===== src/rtl/vga_timing_pkg.sv =====
// Default 640x480@60 timing constants and the shared coordinate type
// for every block that consumes DrawX/DrawY.
package vga_timing_pkg;

   localparam int H_VISIBLE = 640;
   localparam int H_FP      = 16;
   localparam int H_SYNC    = 96;
   localparam int H_BP      = 48;
   localparam int V_VISIBLE = 480;
   localparam int V_FP      = 10;
   localparam int V_SYNC    = 2;
   localparam int V_BP      = 33;

   localparam int H_TOTAL = H_VISIBLE + H_FP + H_SYNC + H_BP;
   localparam int V_TOTAL = V_VISIBLE + V_FP + V_SYNC + V_BP;

   typedef logic [9:0] coord_t;

endpackage


===== src/rtl/vga_delay_line.sv =====
// Width/depth-parameterised shift register with a synchronous reset value;
// DEPTH=0 degenerates to a wire.
module vga_delay_line #(
   parameter int               WIDTH     = 3,
   parameter int               DEPTH     = 2,
   parameter logic [WIDTH-1:0] RESET_VAL = '0
) (
   input  logic             vga_clk,
   input  logic             reset,
   input  logic [WIDTH-1:0] din,
   output logic [WIDTH-1:0] dout
);

   generate
      if (DEPTH == 0) begin : g_pass
         assign dout = din;
      end else begin : g_pipe
         logic [WIDTH-1:0] stage [DEPTH];

         // Reset flushes every stage so no partial pulse survives a mid-frame reset.
         always_ff @(posedge vga_clk) begin
            if (reset) begin
               for (int i = 0; i < DEPTH; i++) begin
                  stage[i] <= RESET_VAL;
               end
            end else begin
               stage[0] <= din;
               for (int i = 1; i < DEPTH; i++) begin
                  stage[i] <= stage[i-1];
               end
            end
         end

         assign dout = stage[DEPTH-1];
      end
   endgenerate

endmodule


===== src/rtl/vga_timing_gen.sv =====
// Raster counter and delayed sync/blank generator driving the pixel interface.
// Optional 16-bit frame counter port is enabled with VGA_FRAME_CNT_EN.
module vga_timing_gen
   import vga_timing_pkg::*;
#(
   parameter int H_VISIBLE = vga_timing_pkg::H_VISIBLE,
   parameter int H_FP      = vga_timing_pkg::H_FP,
   parameter int H_SYNC    = vga_timing_pkg::H_SYNC,
   parameter int H_BP      = vga_timing_pkg::H_BP,
   parameter int V_VISIBLE = vga_timing_pkg::V_VISIBLE,
   parameter int V_FP      = vga_timing_pkg::V_FP,
   parameter int V_SYNC    = vga_timing_pkg::V_SYNC,
   parameter int V_BP      = vga_timing_pkg::V_BP,
   parameter int PIPE_DLY  = 2
) (
   input  logic       vga_clk,
   input  logic       reset,
   output logic [9:0] DrawX,
   output logic [9:0] DrawY,
   output logic       blank,
   output logic       hs,
   output logic       vs,
   output logic       sof
`ifdef VGA_FRAME_CNT_EN
   ,
   output logic [15:0] frame_cnt
`endif
);

   localparam int LINE_CLKS   = H_VISIBLE + H_FP + H_SYNC + H_BP;
   localparam int FRAME_LINES = V_VISIBLE + V_FP + V_SYNC + V_BP;

   generate
      if (LINE_CLKS > 1024 || FRAME_LINES > 1024 || PIPE_DLY > 4 || PIPE_DLY < 0) begin : g_bad_cfg
         $error("vga_timing_gen: totals must fit 10-bit counters and PIPE_DLY must be 0..4");
      end
   endgenerate

   localparam coord_t H_LAST    = coord_t'(LINE_CLKS - 1);
   localparam coord_t V_LAST    = coord_t'(FRAME_LINES - 1);
   localparam coord_t H_VIS_END = coord_t'(H_VISIBLE);
   localparam coord_t V_VIS_END = coord_t'(V_VISIBLE);
   localparam coord_t HS_START  = coord_t'(H_VISIBLE + H_FP);
   localparam coord_t HS_END    = coord_t'(H_VISIBLE + H_FP + H_SYNC);
   localparam coord_t VS_START  = coord_t'(V_VISIBLE + V_FP);
   localparam coord_t VS_END    = coord_t'(V_VISIBLE + V_FP + V_SYNC);

   coord_t hc;
   coord_t vc;
   logic   line_end;
   logic   frame_end;

   assign line_end  = (hc == H_LAST);
   assign frame_end = line_end && (vc == V_LAST);

   // Horizontal and vertical counters wrap together at the last pixel of the frame.
   always_ff @(posedge vga_clk) begin
      if (reset) begin
         hc <= '0;
         vc <= '0;
      end else if (line_end) begin
         hc <= '0;
         vc <= (vc == V_LAST) ? coord_t'(0) : vc + coord_t'(1);
      end else begin
         hc <= hc + coord_t'(1);
      end
   end

   assign DrawX = hc;
   assign DrawY = vc;
   assign sof   = !reset && (hc == '0) && (vc == '0);

   logic blank_r;
   logic hs_r;
   logic vs_r;

   always_comb begin
      blank_r = (hc < H_VIS_END) && (vc < V_VIS_END);
      hs_r    = !((hc >= HS_START) && (hc < HS_END));
      vs_r    = !((vc >= VS_START) && (vc < VS_END));
   end

   // Idle value {blank=0, hs=1, vs=1} is what the pipe shows during and right after reset.
   logic [2:0] timing_dly;

   vga_delay_line #(
      .WIDTH     (3),
      .DEPTH     (PIPE_DLY),
      .RESET_VAL (3'b011)
   ) u_delay (
      .vga_clk (vga_clk),
      .reset   (reset),
      .din     ({blank_r, hs_r, vs_r}),
      .dout    (timing_dly)
   );

   assign blank = timing_dly[2];
   assign hs    = timing_dly[1];
   assign vs    = timing_dly[0];

`ifdef VGA_FRAME_CNT_EN
   // Counts completed frames for sprite animation and blink timing; wraps naturally at 16 bits.
   always_ff @(posedge vga_clk) begin
      if (reset) begin
         frame_cnt <= '0;
      end else if (frame_end) begin
         frame_cnt <= frame_cnt + 16'd1;
      end
   end
`endif

endmodule


===== config.mk =====
export PLATFORM = sky130hd
export DESIGN_NAME = vga_timing_gen
export DESIGN_NICKNAME = d
export VERILOG_FILES = /design/src/rtl/vga_timing_pkg.sv /design/src/rtl/vga_delay_line.sv /design/src/rtl/vga_timing_gen.sv
export SDC_FILE = /design/constraint.sdc
export NUM_CORES = 1
export LEC_CHECK = 0
export ABC_AREA = 1
export CAP_MARGIN = 20
export CORE_UTILIZATION = 55
export DETAILED_ROUTE_END_ITERATION = 6
export GPL_TIMING_DRIVEN = 0
export PLACE_DENSITY = 0.84
export RECOVER_POWER = 50
export SLEW_MARGIN = 5
export SYNTH_ARGS = -nofsm -noshare
export SYNTH_HDL_FRONTEND = slang
export SYNTH_HIERARCHICAL = 1
export SYNTH_SLANG_ARGS = --single-unit

===== constraint.sdc =====
create_clock -name vga_clk -period 2.3 [get_ports vga_clk]
set_input_delay 0.23 -clock vga_clk [delete_from_list [all_inputs] [get_ports vga_clk]]
set_output_delay 0.23 -clock vga_clk [all_outputs]
set_load 0.01 [all_outputs]

==> reports/qor.yml, run 1 <==
synth_area_leader_cell: "dfxtp_1"
overflow: 0
grt_max_degree: 16
drc: 0
insertedDiodeCount: 0
path_clk_slew_ns: 0.14
synth.top_cell.area_share: 0.3820
crit_top_cell: "nand2_1"
worstSetupPathType: "flop to output pin"
avgSynthCellArea_um2: 6.847
nFillCells: 178
die_x_um: 51.78
root_buffer: "clkbuf_4"
vias: 1316
synthXorXnorAreaFrac: 0.01928
post_cts_buffers: 0
yosysWarnings: 6
drt_iter0_drc: 45
wl_met3_um: 140
port_buffers: 25
outcome: "complete, no violations"
core_area_mm2: 0.002276
ir_drop_mv: 0.4101
grt_pass1_wl_um: 4905
rsz0062_at_grt: "false"
grt_pass1_vias: 1171
synth_edf_count: 0
wl_met1_um: 1309
seq_area_frac_synth: 0.3820
finalSetupViolations: 0
antenna_found_initial: 0
period_share: 0.9423
finalClockSkew_ns: 0.007158
clock_sinks: 26
clock_latency_ns: 0.33
comb_power_share: 0.059
period_needed_ns: 2.167
gp_congestion: 0.8536
fmax_mhz: 461.4
place_ws_ns: 0.2976
ant_nets: 0
num_io_pins: 26
finalWirelength_um: 2880
cts_resized: 0
required_ns: 2.07
clkPwrFrac: 0.381
synthAdderAreaFrac: 0.03673
synth_top_family_by_area: "simple AND/OR/NAND/NOR gates"
tns_ns: 0
initial_core_util: 0.5987
synthTopCellsByCount: "nand2_1 (47), nor2_1 (32), inv_1 (27)"
synth_mux_area_frac: 0
cts_tree: "built"
whs_ns: 0.4213
maxCapViolations: 0
synth_compound_area_frac: 0.04591
dp_hpwl_um: 2082
critPathLaunchType: "flop"
seqPwrFrac: 0.560
htree_levels: 1
die_area_mm2: 0.002681
final_hold_viol_count: 0
syn_nets: 205
syn_to_final_growth_pct: 22.87
worstPathCellList: "inv_1, ha_2, nand2_1, nor3_1, nand2_1, nor2_1, clkdlybuf4s50_1"
highest_layer: "met4"
firstDrtPassIters: 4
netlist_instances: 199
crit_fanout: 5
swShare: 0.2048
syn-cell-area_mm2: 0.001363
crit_slowest_cell: "clkdlybuf4s50_1"
crit_buf_inv: 2
min_path_type: "flop to flop"
postCtsHoldBufs: 0
die_y_um: 51.78
drive_gt1_frac: 0.07018
p_switching_uw: 168.9
cts_inserted_buffers: 3
setup_slack_ns: 0.1328
slew_headroom: 0.7398
gr-usage-all-layers: 0.2452
nets: 235
met2WireLength_um: 1366
slew_viol_final: 0
synth.top_cells.by_area: "dfxtp_1 (38%), nand2_1 (13%), nor2_1 (8.8%)"
yosysMostFrequentCell: "nand2_1"
yosys.area_share.simple: 0.4105
internal_power_uw: 656.0
power_density_mw_per_mm2: 492.8
worst_slew_pin_slew_ns: 0.3893
wl_per_cell_um: 11.25
ys.flop_type: "dfxtp_1"
leakage_uw: 0.0007161
clock_path_buffers: 2
critical-path-top-delay-family: "buffers and inverters"
cp_slowest_stage_delay_ns: 0.54
ys_async_sr_fraction: 0
synth_cell_type_count: 25
p_total_uw: 824.9
end_kind: "output pin"
crit_arrival_ns: 1.94
ys_ff_latch: 26
rows: 17
post_drt_via_cell_ratio: 5.141
state kept, by name, summed over array words and instances (netlist names):
name	flops
u_delay/g_pipe.stage	6
DrawX	10
DrawY	10
cell usage in the layout, fill, tap and decap left out, types with 3 or more instances in the layout:
cell type	n
a21oi_1	7
buf_4	3
clkbuf_4	3
clkdlybuf4s50_1	18
dfxtp_1	25
dlygate4sd3_1	7
ha_1	3
inv_1	29
nand2_1	49
nand3_1	17
nor2_1	34
nor3_1	5
nor4_1	4
o21ai_1	3
xor2_1	3
through the flow:
stage               utilization  cells  instance area (um2)
floorplan                     -    199                 1363
global placement         0.7240    252                 1648
detailed placement       0.7240    252                 1648
CTS                      0.7471    256                 1700
global route             0.7356    256                 1674
finish                   0.7356    256                 1674
worst reg2reg max path: cells and delay by family (launching register included):
family | cells | cell delay [ns]
adder cells (fa/ha/maj) | 1 | 0.22
flip-flops | 1 | 0.43
AND/OR/NAND/NOR | 7 | 1.21
final cells by class:
| class | instances | area (um2) | share of cell area |
|---|---|---|---|
| plain buffers | 4 | 27.53 | 0.01644 |
| clock inverters | 1 | 30.03 | 0.01794 |
| inverters | 31 | 116.4 | 0.06951 |
| well taps | 28 | 35.03 | 0.02093 |
| repair buffers | 25 | 250.2 | 0.1495 |
| flip-flops and latches | 26 | 521.8 | 0.3117 |
| multi-input cells | 138 | 670.6 | 0.4006 |
| clock buffers | 3 | 22.52 | 0.01345 |
metal layers:
| metal | vias up | GRT usage |
|---|---|---|
| li1 | 675 | - |
| met1 | 592 | 0.3099 |
| met2 | 42 | 0.4113 |
| met3 | 7 | 0.02632 |
| met4 | 0 | 0.1216 |
| met5 | - | 0 |
path summary, 6_finish.rpt:
check | start | endpoint | slack (ns) | cells after the start
worst min register to register | u_delay/g_pipe.stage[0][2]$_SDFF_PP0_ | u_delay/g_pipe.stage[0][5]$_SDFF_PP0_ | 0.42 | 2
worst min-delay path | u_delay/g_pipe.stage[0][2]$_SDFF_PP0_ | u_delay/g_pipe.stage[0][5]$_SDFF_PP0_ | 0.42 | 2
worst max register to register | DrawX[0]$_SDFF_PP0_ | DrawY[8]$_SDFFE_PP0N_ | 0.36 | 8
worst max-delay path | DrawY[1]$_SDFFE_PP0N_ | sof | 0.13 | 7
kinds of logic (layout without fill, tap and decap cells):
logic type      Yosys count  after routing
fa+ha+maj                 4              4
flops                    26             26
compound gates           12             12
simple gates            119            119
xor+xnor                  3              3
buf+inv                  35             64
power by group through the flow:
stage                     Clock (uW)  Sequential, uW  Combinational (uW)
after global placement             0             472                49.6
after floorplan                    0             474                26.9
final                            314             462                48.4
after global routing             336             464                53.7
after detailed placement           0             472                50.8
after CTS                        323             463                51.3
(Power assumes the default switching activity.)
==> run 2, diff against run 1 <==
- REMOVE_ABC_BUFFERS: not set -> 1
==> reports/qor.yml, run 2 (same netlist as run 1, synthesis figures left out) <==
outcome: "complete, no violations"
clock_sinks: 26
finalWirelength_um: 2905
slew_headroom: 0.7029
period_needed_ns: 2.146
grtUsageMet2: 0.4329
die_x_um: 51.78
cts_resized: 0
reg2reg_depth: 8
wl_per_cell_um: 11.53
tns_ns: 0
gr-usage-all-layers: 0.2463
grt_pass1_wl_um: 4961
rows: 17
required_ns: 2.07
multi_input_area_um2: 670.6
insertedDiodeCount: 0
port_buffers: 25
drt_iter0_drc: 39
grt_pass1_vias: 1169
crit_fanout: 5
postCtsHoldBufs: 0
cts_inserted_buffers: 3
dp_hpwl_um: 2169
reg2reg_from: "DrawX[0]$_SDFF_PP0_"
die_y_um: 51.78
ant_nets: 0
crit_arrival_ns: 1.92
finalClockSkew_ns: 0.007962
antenna_found_initial: 0
nFillCells: 188
vias: 1297
path_clk_slew_ns: 0.14
finalSetupViolations: 0
clock_latency_ns: 0.32
endpoint: "sof"
grtUsageMet3: 0.02924
die_area_mm2: 0.002681
nets: 231
fmax_mhz: 466.1
met1_usage: 0.2989
post_cts_buffers: 0
cts_tree: "built"
critPathLaunchType: "flop"
end_kind: "output pin"
power_density_mw_per_mm2: 452.0
post_drt_via_cell_ratio: 5.147
timing.rr.end: "DrawY[9]$_SDFFE_PP0N_"
initial_core_util: 0.5987
min_path_type: "flop to flop"
clock_path_buffers: 2
period_share: 0.9328
syn_to_final_growth_pct: 19.56
grt.busiest_layer: "met2"
htree_levels: 1
firstDrtPassIters: 4
worstSetupPathType: "flop to output pin"
maxCapViolations: 0
layout_common_cells: "nand2_1 (49), nor2_1 (34), inv_1 (29), dfxtp_1 (26), clkdlybuf4s50_1 (19)"
overflow: 0
gp_congestion: 0.8393
root_buffer: "clkbuf_4"
num_io_pins: 26
reg2reg_slack_ns: 0.32
p_total_uw: 736.3
leakage_uw: 0.0006885
grt_max_degree: 15
final_common_cell: "nand2_1"
ir_drop_mv: 0.3898
rsz0062_at_grt: "false"
worst_slew_pin_slew_ns: 0.4416
final_hold_viol_count: 0
drc: 0
core_area_mm2: 0.002276
drive_gt1_frac: 0.04911
worstSetupStartpoint: "DrawY[1]$_SDFFE_PP0N_"
regArea_um2: 520.5
slew_viol_final: 0
[run 2: through the flow]
| step | util | instance area [um2] | cells | hold slack (ns) | setup WS, ns |
|---|---|---|---|---|---|
| 6_report | 0.7158 | 1629 | 252 | 0.4108 | 0.1545 |
| 5_1_grt | 0.7158 | 1629 | 252 | 0.4337 | 0.003516 |
| 4_1_cts | 0.7279 | 1657 | 252 | 0.4146 | 0.09158 |
| 3_5_place_dp | 0.7119 | 1620 | 248 | 0.3962 | 0.3073 |
| 3_3_place_gp | 0.7119 | 1620 | 248 | 0.3831 | 0.2596 |
| 2_1_floorplan | - | 1335 | 195 | 0.3012 | 0.9457 |
[run 2: cell type report]
cell class                      count  share of cell area
Clock buffer                        4             0.02227
Inverter                           31             0.07143
Multi-Input combinational cell    138              0.4117
Sequential cell                    26              0.3195
Tap cell                           28             0.02151
Timing Repair Buffer               25              0.1536
[run 2: where the power goes]
group	internal (uW)	total (uW)	switching, uW
clock	96.8	229	132
sequential	457	462	5.41
combinational	21.1	45.6	24.4
total	575	736	162
[run 2: metal layers]
metal,part of all wire,vias up
li1,-,670
met1,0.44,574
met2,0.48,47
met3,0.056,6
met4,0.018,0
met5,0,-
[run 2: worst min-delay path by stage]
stage                                     startpoint                                     to  slack, ns  depth (start not counted)
6_report       u_delay/g_pipe.stage[0][2]$_SDFF_PP0_  u_delay/g_pipe.stage[0][5]$_SDFF_PP0_       0.41                          2
5_1_grt        u_delay/g_pipe.stage[0][2]$_SDFF_PP0_  u_delay/g_pipe.stage[0][5]$_SDFF_PP0_       0.43                          2
4_1_cts        u_delay/g_pipe.stage[0][2]$_SDFF_PP0_  u_delay/g_pipe.stage[0][5]$_SDFF_PP0_       0.41                          2
3_5_place_dp   u_delay/g_pipe.stage[0][2]$_SDFF_PP0_  u_delay/g_pipe.stage[0][5]$_SDFF_PP0_       0.40                          2
3_3_place_gp   u_delay/g_pipe.stage[0][1]$_SDFF_PP1_  u_delay/g_pipe.stage[0][4]$_SDFF_PP1_       0.38                          2
2_1_floorplan                                  reset  u_delay/g_pipe.stage[0][5]$_SDFF_PP0_       0.30                          1
[run 2: worst max-delay path, cell delays in order (launching register included)]
cell	delay, ns
dfxtp_1	0.37
inv_1	0.12
ha_2	0.20
nand2_1	0.05
nor3_1	0.12
nand2_1	0.07
nor2_1	0.11
clkdlybuf4s50_1	0.54
